<file path="src/rtl/wb_ddr3_pkg.sv">
// Shared types and lane helpers for the WISHBONE-to-DDR3 line bridge.
// A line is 16 bytes, split into four 32-bit lanes selected by address bits [3:2].
package wb_ddr3_pkg;

  typedef enum logic [1:0] {
    ST_IDLE,
    ST_REQ,
    ST_WAIT,
    ST_RESP
  } state_t;

  localparam int LINE_BYTES = 16;
  localparam int LANES      = 4;
  localparam int LINE_W     = LINE_BYTES * 8;

  function automatic logic [LINE_BYTES-1:0] lane_mask(input logic [3:0] sel,
                                                      input logic [1:0] lane);
    logic [LINE_BYTES-1:0] m;
    m = '0;
    m[{lane, 2'b00} +: 4] = sel;
    return m;
  endfunction

  function automatic logic [31:0] lane_word(input logic [LINE_W-1:0] line,
                                            input logic [1:0]        lane);
    return line[{lane, 5'b00000} +: 32];
  endfunction

  function automatic logic [LINE_W-1:0] lane_replicate(input logic [31:0] w);
    return {LANES{w}};
  endfunction

  function automatic logic [LINE_W-1:0] byte_merge(input logic [LINE_W-1:0]     old_line,
                                                   input logic [LINE_W-1:0]     new_line,
                                                   input logic [LINE_BYTES-1:0] mask);
    logic [LINE_W-1:0] r;
    r = old_line;
    for (int b = 0; b < LINE_BYTES; b++) begin
      if (mask[b]) r[8*b +: 8] = new_line[8*b +: 8];
    end
    return r;
  endfunction

endpackage

</file>
<file path="src/rtl/ddr3_line_buf.sv">
// One-line read buffer: 128-bit data, tag and valid, with whole-line load,
// byte-merge of write data into a matching line, and a tag hit compare.
module ddr3_line_buf
  import wb_ddr3_pkg::*;
#(
  parameter int TAG_W = 24
) (
  input  logic                  clk_i,
  input  logic                  rst_i,
  input  logic [TAG_W-1:0]      lookup_tag_i,
  output logic                  hit_o,
  output logic [LINE_W-1:0]     data_o,
  input  logic [TAG_W-1:0]      tag_i,
  input  logic                  load_i,
  input  logic [LINE_W-1:0]     load_data_i,
  input  logic                  merge_i,
  input  logic [LINE_W-1:0]     merge_data_i,
  input  logic [LINE_BYTES-1:0] merge_mask_i,
  input  logic                  inval_i
);

  logic [LINE_W-1:0] data_q, data_d;
  logic [TAG_W-1:0]  tag_q, tag_d;
  logic              valid_q, valid_d;

  always_comb begin
    data_d  = data_q;
    tag_d   = tag_q;
    valid_d = valid_q;
    if (inval_i) begin
      valid_d = 1'b0;
    end else if (load_i) begin
      data_d  = load_data_i;
      tag_d   = tag_i;
      valid_d = 1'b1;
    end else if (merge_i && valid_q && (tag_q == tag_i)) begin
      // Writes to the buffered line keep it coherent with DDR.
      data_d = byte_merge(data_q, merge_data_i, merge_mask_i);
    end
  end

  always_ff @(posedge clk_i) begin
    if (rst_i) valid_q <= 1'b0;
    else       valid_q <= valid_d;
  end

  always_ff @(posedge clk_i) begin
    data_q <= data_d;
    tag_q  <= tag_d;
  end

  assign hit_o  = valid_q && (tag_q == lookup_tag_i);
  assign data_o = data_q;

endmodule

</file>
<file path="src/rtl/wb_ddr3_line_bridge.sv">
// WISHBONE classic (32-bit) to DDR3 128-bit line port bridge with a one-line
// read buffer, one outstanding DDR request and a per-access timeout.
module wb_ddr3_line_bridge
  import wb_ddr3_pkg::*;
#(
  parameter int ADDR_W   = 28,
  parameter int TIMEOUT  = 1023,
  parameter int LINE_BUF = 1
) (
  input  logic                  clk_i,
  input  logic                  rst_i,
  input  logic                  wb_cyc_i,
  input  logic                  wb_stb_i,
  input  logic                  wb_we_i,
  input  logic [31:0]           wb_adr_i,
  input  logic [31:0]           wb_dat_i,
  input  logic [3:0]            wb_sel_i,
  output logic                  wb_ack_o,
  output logic                  wb_err_o,
  output logic [31:0]           wb_dat_o,
  output logic                  inport_rd_o,
  output logic [LINE_BYTES-1:0] inport_wr_o,
  output logic [31:0]           inport_addr_o,
  output logic [LINE_W-1:0]     inport_write_data_o,
  input  logic                  inport_accept_i,
  input  logic                  inport_ack_i,
  input  logic                  inport_error_i,
  input  logic [LINE_W-1:0]     inport_read_data_i
);

  localparam int TAG_W = ADDR_W - 4;
  localparam int TMO_W = (TIMEOUT > 0) ? $clog2(TIMEOUT + 1) : 1;
  localparam logic [TMO_W-1:0] TMO_LAST = (TIMEOUT > 0) ? TMO_W'(TIMEOUT - 1) : '0;

  state_t                state_q, state_d;
  logic                  ack_q, ack_d;
  logic                  err_q, err_d;
  logic [31:0]           dat_q, dat_d;
  logic                  rd_q, rd_d;
  logic [LINE_BYTES-1:0] wr_q, wr_d;
  logic [31:0]           addr_q, addr_d;
  logic [LINE_W-1:0]     wdata_q, wdata_d;
  logic                  abort_q, abort_d;
  logic                  resp_err_q, resp_err_d;
  logic [TMO_W-1:0]      tmo_q, tmo_d;

  logic [1:0]            lane_q, lane_d;
  logic                  we_q, we_d;
  logic [LINE_BYTES-1:0] mask_q, mask_d;
  logic [31:0]           resp_dat_q, resp_dat_d;

  logic                  buf_load, buf_merge, buf_inval;
  logic                  buf_hit_raw, buf_hit;
  logic [LINE_W-1:0]     buf_data;

  logic                  bus_req, out_of_range, zero_wr, tmo_expire;
  logic [1:0]            lane_in;
  logic                  unused_adr_bits;

  assign bus_req      = wb_cyc_i && wb_stb_i;
  assign out_of_range = (wb_adr_i >> ADDR_W) != 32'd0;
  assign zero_wr      = wb_we_i && (wb_sel_i == 4'h0);
  assign lane_in      = wb_adr_i[3:2];
  assign buf_hit      = (LINE_BUF != 0) && buf_hit_raw;
  assign tmo_expire   = (TIMEOUT != 0) && (tmo_q == TMO_LAST);
  assign unused_adr_bits = ^wb_adr_i[1:0];

  ddr3_line_buf #(
    .TAG_W(TAG_W)
  ) u_line_buf (
    .clk_i        (clk_i),
    .rst_i        (rst_i),
    .lookup_tag_i (wb_adr_i[ADDR_W-1:4]),
    .hit_o        (buf_hit_raw),
    .data_o       (buf_data),
    .tag_i        (addr_q[ADDR_W-1:4]),
    .load_i       (buf_load),
    .load_data_i  (inport_read_data_i),
    .merge_i      (buf_merge),
    .merge_data_i (wdata_q),
    .merge_mask_i (mask_q),
    .inval_i      (buf_inval)
  );

  always_comb begin
    state_d    = state_q;
    ack_d      = 1'b0;
    err_d      = 1'b0;
    dat_d      = '0;
    rd_d       = rd_q;
    wr_d       = wr_q;
    addr_d     = addr_q;
    wdata_d    = wdata_q;
    abort_d    = abort_q;
    resp_err_d = resp_err_q;
    tmo_d      = tmo_q;
    lane_d     = lane_q;
    we_d       = we_q;
    mask_d     = mask_q;
    resp_dat_d = resp_dat_q;
    buf_load   = 1'b0;
    buf_merge  = 1'b0;
    buf_inval  = 1'b0;

    unique case (state_q)
      ST_IDLE: begin
        if (bus_req) begin
          abort_d    = 1'b0;
          resp_err_d = 1'b0;
          state_d    = ST_RESP;
          if (out_of_range) begin
            resp_err_d = 1'b1;
          end else if (!wb_we_i && buf_hit) begin
            resp_dat_d = lane_word(buf_data, lane_in);
          end else if (!zero_wr) begin
            state_d = ST_REQ;
            lane_d  = lane_in;
            we_d    = wb_we_i;
            mask_d  = lane_mask(wb_sel_i, lane_in);
            addr_d  = {wb_adr_i[31:4], 4'h0};
            wdata_d = lane_replicate(wb_dat_i);
            rd_d    = !wb_we_i;
            wr_d    = wb_we_i ? lane_mask(wb_sel_i, lane_in) : '0;
          end
        end
      end

      // A request is never withdrawn, even if the master abandons the cycle.
      ST_REQ: begin
        if (!wb_cyc_i) abort_d = 1'b1;
        if (inport_accept_i) begin
          rd_d    = 1'b0;
          wr_d    = '0;
          tmo_d   = '0;
          state_d = ST_WAIT;
        end
      end

      // Priority: DDR error, then DDR ack, then timeout expiry.
      ST_WAIT: begin
        if (!wb_cyc_i) abort_d = 1'b1;
        if (inport_error_i) begin
          buf_inval  = 1'b1;
          resp_err_d = 1'b1;
          state_d    = ST_RESP;
        end else if (inport_ack_i) begin
          if (we_q) begin
            buf_merge = 1'b1;
          end else begin
            buf_load   = 1'b1;
            resp_dat_d = lane_word(inport_read_data_i, lane_q);
          end
          resp_err_d = 1'b0;
          state_d    = ST_RESP;
        end else if (tmo_expire) begin
          buf_inval  = 1'b1;
          resp_err_d = 1'b1;
          state_d    = ST_RESP;
        end else if (tmo_q != '1) begin
          tmo_d = tmo_q + 1'b1;
        end
      end

      ST_RESP: begin
        if (bus_req && !abort_q) begin
          ack_d = !resp_err_q;
          err_d = resp_err_q;
          if (!resp_err_q) dat_d = resp_dat_q;
        end
        state_d = ST_IDLE;
      end

      default: state_d = ST_IDLE;
    endcase
  end

  always_ff @(posedge clk_i) begin
    if (rst_i) begin
      state_q    <= ST_IDLE;
      ack_q      <= 1'b0;
      err_q      <= 1'b0;
      dat_q      <= '0;
      rd_q       <= 1'b0;
      wr_q       <= '0;
      addr_q     <= '0;
      wdata_q    <= '0;
      abort_q    <= 1'b0;
      resp_err_q <= 1'b0;
      tmo_q      <= '0;
    end else begin
      state_q    <= state_d;
      ack_q      <= ack_d;
      err_q      <= err_d;
      dat_q      <= dat_d;
      rd_q       <= rd_d;
      wr_q       <= wr_d;
      addr_q     <= addr_d;
      wdata_q    <= wdata_d;
      abort_q    <= abort_d;
      resp_err_q <= resp_err_d;
      tmo_q      <= tmo_d;
    end
  end

  always_ff @(posedge clk_i) begin
    lane_q     <= lane_d;
    we_q       <= we_d;
    mask_q     <= mask_d;
    resp_dat_q <= resp_dat_d;
  end

  assign wb_ack_o            = ack_q;
  assign wb_err_o            = err_q;
  assign wb_dat_o            = dat_q;
  assign inport_rd_o         = rd_q;
  assign inport_wr_o         = wr_q;
  assign inport_addr_o       = addr_q;
  assign inport_write_data_o = wdata_q;

endmodule

</file>
<file path="config.mk">
export PLATFORM = sky130hd
export DESIGN_NAME = wb_ddr3_line_bridge
export DESIGN_NICKNAME = d
export VERILOG_FILES = /design/src/rtl/wb_ddr3_pkg.sv /design/src/rtl/ddr3_line_buf.sv /design/src/rtl/wb_ddr3_line_bridge.sv
export SDC_FILE = /design/constraint.sdc
export NUM_CORES = 1
export LEC_CHECK = 0
export ABC_AREA = 1
export CAP_MARGIN = 25
export CORE_ASPECT_RATIO = 0.75
export CORE_MARGIN = 1.5
export CORE_UTILIZATION = 45
export CTS_CLUSTER_DIAMETER = 100
export DETAILED_ROUTE_END_ITERATION = 8
export HOLD_SLACK_MARGIN = 0.15
export PLACE_DENSITY = 0.77
export RECOVER_POWER = 50
export SYNTH_ARGS = -nofsm -noshare
export SYNTH_HDL_FRONTEND = slang
export SYNTH_HIERARCHICAL = 1
export SYNTH_SLANG_ARGS = --single-unit
</file>
<file path="constraint.sdc">
create_clock -name clk_i -period 3.7 [get_ports clk_i]
set_clock_uncertainty 0.2 [all_clocks]
set_input_delay 0.74 -clock clk_i [delete_from_list [all_inputs] [get_ports clk_i]]
set_output_delay 0.74 -clock clk_i [all_outputs]
set_load 0.01 [all_outputs]
</file>
# --- After elaboration in Yosys (flattened, before gate mapping) ---
# Cells that the tools add are included.
op_classes:
  n_reduce_logical: 62
  n_shift: 4
  n_mux: 74
  n_addsub: 2
  n_eq_ne: 21
  bitwise_logic: 7
op_table:
  columns: ["op", "count"]
  rows:
  - ["$mux 128", 2]
  - ["$shiftx 128x8->32", 2]
  - ["$mux 32", 6]
  - ["$mux 8", 16]
  - ["$mux 16", 6]
  - ["$pmux 32 s2", 1]
  - ["$reduce_and 3->1", 19]
  - ["$mux 10", 5]
  - ["$eq 24x24->1", 2]
  - ["$reduce_bool 2->1", 21]
  - ["$pmux 16 s2", 1]
  - ["$reduce_bool 32->1", 1]
  - ["$ne 2x2->1 const B", 13]
  - ["$mux 1", 24]
  - ["$pmux 10 s2", 1]
  - ["$and 16x16->16", 1]
  - ["$mux 2", 8]
  - ["$shift 4x6->16 const A", 1]
  - ["$shiftx 4x6->16", 1]
  - ["$reduce_and 6->1", 2]
  - ["$add 10x1->10 const B", 1]
  - ["$eq 10x10->1 const B", 1]
  - ["$ne 10x10->1 const B", 1]
  - ["$pmux 2 s4", 1]
  - ["16 further kinds", 33]
word_totals:
  out_inout_bits: 211
  inputBits: 204
  ff_bits: 425

# --- Depth between registers and ports, before layout ---
depth:
  word_depth: 9
  depth_mapped: 17

# --- By module ---
# The synthesis kept the hierarchy.
by_module_without_submodules:
  columns: ["mod", "instances", "area_each_um2", "cells_per_inst"]
  rows:
  - ["wb_ddr3_line_bridge", 1, 9400.3, 1306]
  - ["ddr3_line_buf", 1, 7245.7, 815]

# --- Least setup slack after synthesis ---
# OpenSTA, ideal clock, no wires.
synth_timing:
  path_type: "input to register"
  start: "in inport_error_i"
  end: "reg u_line_buf.data_q[0] (netlist: u_line_buf/data_o[0]), enable pin"
  stages: 10
  path_buffers: 1
  t_required_ns: 3.171
  setup_slack_ns: 0.099
  arrival_ns: 3.072
  path_cell_list: "inv_1 -> nand2_1 -> inv_1 -> nand2_1 -> nor2_1 -> inv_1 -> nor2_1 -> inv_1 -> clkbuf_1 -> nand2_1"
synth_between:
  elab_cells_between_ends: 12
  cone_classes: "mux: 6; bitwise: 1; reduce/logical: 5"
synth_lines:
  columns: ["item", "line", "rtl"]
  rows:
  - ["from (decl)", "wb_ddr3_line_bridge.sv:27", "input logic inport_error_i,"]
  - ["$mux 1 (*)", "wb_ddr3_line_bridge.sv:142", "if (inport_error_i) begin"]
  - ["$mux 1 (*)", "wb_ddr3_line_bridge.sv:105", "unique case (state_q)"]
  - ["named net buf_load", "wb_ddr3_line_bridge.sv:52", "logic buf_load, buf_merge, buf_inval;"]
  - ["$reduce_bool 2->1 (no line)", null, null]
  - ["$reduce_and 3->1 (no line) (*)", null, null]
  - ["to (signal assigned)", "ddr3_line_buf.sv:48", "data_q <= data_d;"]
  - ["to (decl)", "ddr3_line_buf.sv:22", "logic [LINE_W-1:0] data_q, data_d;"]
# The timed path passes the listed nets; every way through them passes the cells marked *.
# A chain may end at the register's enable or synchronous reset.

# --- Final worst setup path ---
layout_timing:
  start: "reg state_q[0]"
  end: "reg u_line_buf.data_q[56] (netlist: u_line_buf/data_o[56]) (data pin)"
layout_between:
  elab_chain_len: 3
layout_lines:
  columns: ["item", "line", "rtl"]
  rows:
  - ["from (decl)", "wb_ddr3_line_bridge.sv:35", "state_t state_q, state_d;"]
  - ["from (signal assigned)", "wb_ddr3_line_bridge.sv:191", "state_q <= state_d;"]
  - ["$eq 2x2->1", "wb_ddr3_line_bridge.sv:105", null]
  - ["$mux 1", "wb_ddr3_line_bridge.sv:105", null]
  - ["named net buf_load", "wb_ddr3_line_bridge.sv:52", null]
  - ["$mux 128", "ddr3_line_buf.sv:32", "end else if (load_i) begin"]
# The timed path passes the listed nets, and every way through them passes these cells.

==> flow_metrics.env <==
export IMPL_ys_flop_type="edfxtp_1"
export IMPL_firstDrtPassIters=8
export IMPL_netlist_area_um2=16600
export IMPL_busiest_layer="met2"
export IMPL_syn_inst=2121
export IMPL_post_cts_resize_count=0
export IMPL_crit_path_end_kind="flop"
export IMPL_p_leak_nw=9.04
export IMPL_timing_final_crit_share_pct=86.3
export IMPL_hp_class="reg2reg"
export IMPL_worstPathCellList="inv_1 -> ha_1 -> nand2_1 -> inv_1 -> nand2_1 -> clkbuf_1 -> nor2_4 -> clkinvlp_2 -> clkbuf_4 -> nand2_1 -> nand2_1"
export IMPL_avgViaCountPerCell=5.26
export IMPL_synth_cell_type_count=37
export IMPL_pwr_share_seq_pct=45.0
export IMPL_cts_hold_buf=0
export IMPL_final_common_cell="nand2_1"
export IMPL_grt_util_met3_pct=4.33
export IMPL_required_ns=3.86
export IMPL_clockBufferDepth=3
export IMPL_grt_max_degree=130
export IMPL_rows=60
export IMPL_critPathBufInv=5
export IMPL_vdd_ir_drop_worst_v=0.000317
export IMPL_fp_coreArea_um2=36200
export IMPL_vias=15300
export IMPL_crit_arrival_ns=3.36
export IMPL_yosysWarnings=6
export IMPL_drive_gt1_share_pct=4.51
export IMPL_post_cts_buffers=0
export IMPL_p_int_mw=6.82
export IMPL_swShare_pct=28.5
export IMPL_synthToLayoutAreaGrowth_pct=29.5
export IMPL_cts_tree="built"
export IMPL_final_cell_mix="777 x nand2_1, 300 x clkdlybuf4s50_1, 287 x nor2_1"
export IMPL_die_w_um=225
export IMPL_use_met2_pct=44.6
export IMPL_whs_ns=0.234
export IMPL_drt_initial_drc_count=1325
export IMPL_clock_power_share_pct=35.9
export IMPL_io_pins=415
export IMPL_fin_util_pct=59.6
export IMPL_cts_made_buffers=35
export IMPL_dpl_hpwl_mm=34.9
export IMPL_rsz0062_at_grt="false"
export IMPL_path_class="reg2reg"
export IMPL_report_final_slew_viol_count=72
export IMPL_htree_num_levels=2
export IMPL_pwr_density_cell_nw_per_um2=442
export IMPL_totalWireLength_mm=51.9
export IMPL_ys_seq_elements=329
export IMPL_track_usage_pct=26.5
export IMPL_synth_avg_cell_area_um2=7.85
export IMPL_setup_viol=0
export IMPL_path_max_fanout=129
export IMPL_worst_slew_pin_slew_ns=1.59
export IMPL_overflow=0
export IMPL_yosysSeqAreaShare_pct=51.8
export IMPL_die_area_um2=38200
export IMPL_setup_tns_ns=0
export IMPL_ant_nets=0
export IMPL_cpMaxStageDelayCell="clkbuf_4"
export IMPL_place_area_um2=20500
export IMPL_cap_viol_max_count=1
export IMPL_grt_pass1_vias=14500
export IMPL_die_h_um=170
export IMPL_worst_setup_path_start_kind="flop"
export IMPL_relSlewSlack_pct=-5.74
export IMPL_antenna_found_initial=3
export IMPL_cpLargestDelayFamily="buffers and inverters"
export IMPL_grt_pass1_wl_mm=78.5
export IMPL_insertion_delay_ns=0.52
export IMPL_period_needed_ns=3.19
export IMPL_met1_usage_pct=34.9
export IMPL_switchingPower_mw=2.71
export IMPL_wl_per_cell_um=17.8
export IMPL_fin_nets=2609
export IMPL_critical_path_max_stage_delay_ns=1.08
export IMPL_numClockSinks=329
export IMPL_fin_area_um2=21600
export IMPL_cts_root_buf="clkbuf_16"
export IMPL_gp_congestion=0.896
export IMPL_max_freq_mhz=313
export IMPL_status="finished with violations"
export IMPL_drc=0
export IMPL_cpMostUsedCell="nand2_1"
export IMPL_start_util_pct=46.0
export IMPL_violations="capacitance limit, slew limit"
export IMPL_final_hold_viol_count=0
export IMPL_synth_edf_count=203
export IMPL_combPwrFrac_pct=19.1
export IMPL_synthArstFlopShare_pct=0
export IMPL_cts_clk_slew_worst_paths_ns=0.07
export IMPL_io_buffer_count=408
cell type report:
| cell class | instances | area (µm²) |
|---|---|---|
| Tap cell | 496 | 621 |
| Multi-Input combinational cell | 1449 | 6310 |
| Antenna cell | 3 | 7.51 |
| Inverter | 132 | 497 |
| Clock inverter | 13 | 100 |
| Fill cell | 3150 | 14600 |
| Clock buffer | 49 | 1000 |
| Sequential cell | 329 | 8620 |
| Timing Repair Buffer | 446 | 4400 |
sequential cells by signal (all words and copies together), names as in the netlist, 2 cells and up:
register	cells
resp_dat_q	32
state_q	2
lane_q	2
u_line_buf/tag_q	24
inport_wr_o	16
wb_dat_o	32
inport_addr_o	28
mask_q	16
tmo_q	10
inport_write_data_o	32
u_line_buf/data_o	128
cell families (layout without fill, tap and decap cells):
family	Yosys count	after routing	synth area share [%]
compound gates	269	269	9.19
xor+xnor	14	14	0.737
fa+ha+maj	12	12	0.902
buf+inv	346	640	10.5
flops	329	329	51.8
other cells	1	7	0.0225
simple gates	1150	1150	26.9
metal layers:
metal / up-vias / routed length, µm / share of wire [%]
met3: 88 / 4530 / 8.7
met1: 7164 / 21300 / 41
met2: 800 / 25000 / 48
li1: 7291 / - / -
met5: - / 0 / 0
met4: 0 / 1180 / 2.3
cells in the mapped netlist, types with 5 or more instances:
master	n	area (µm²)
nand2_1	777	2920
nor2_1	288	1080
edfxtp_1	203	6100
dfxtp_1	126	2520
inv_1	124	465
o21ai_0	108	541
buf_4	100	751
a21oi_1	86	430
clkbuf_1	80	300
nand3_1	59	295
o22ai_1	36	225
o32ai_1	32	280
buf_2	17	85.1
ha_1	12	150
buf_1	10	37.5
nor3_1	10	50.1
xor2_1	9	78.8
buf_6	7	78.8
inv_2	6	22.5
xnor2_1	5	43.8
worst paths after layout:
kind	cells after the start	startpoint	slack, ns	end
max	11	state_q[0]$_SDFFE_PP0P_	0.51	u_line_buf/data_o[56]$_DFFE_PP_
min	2	inport_addr_o[28]$_SDFFE_PP0P_	0.23	inport_addr_o[28]$_SDFFE_PP0P_
max reg2reg	11	state_q[0]$_SDFFE_PP0P_	0.51	u_line_buf/data_o[56]$_DFFE_PP_
min reg2reg	2	inport_addr_o[28]$_SDFFE_PP0P_	0.23	inport_addr_o[28]$_SDFFE_PP0P_
tightest hold or removal path, delay by kind of cell (launching register included):
kind | cells | cell delay [ns]
flip-flops | 1 | 0.31
AND/OR/NAND/NOR | 2 | 0.09
power by group through the flow:
stage / clock network [mW] / registers [mW] / logic, mW
after floorplan: 0 / 4.37 / 1.02
after global placement: 0 / 4.36 / 1.79
after detailed placement: 0 / 4.37 / 1.83
after CTS: 3.47 / 4.29 / 1.84
after global routing: 3.63 / 4.31 / 2.01
final: 3.42 / 4.29 / 1.82
per-stage QoR:
stage	cells	setup WS [ns]	power [mW]
finish	2917	0.505	9.53
global route	2917	0.337	9.96
CTS	2914	0.765	9.60
detailed placement	2852	0.226	6.19
floorplan	2124	0.0994	5.39
global placement	2852	0.213	6.15
(Power assumes the default switching activity.)
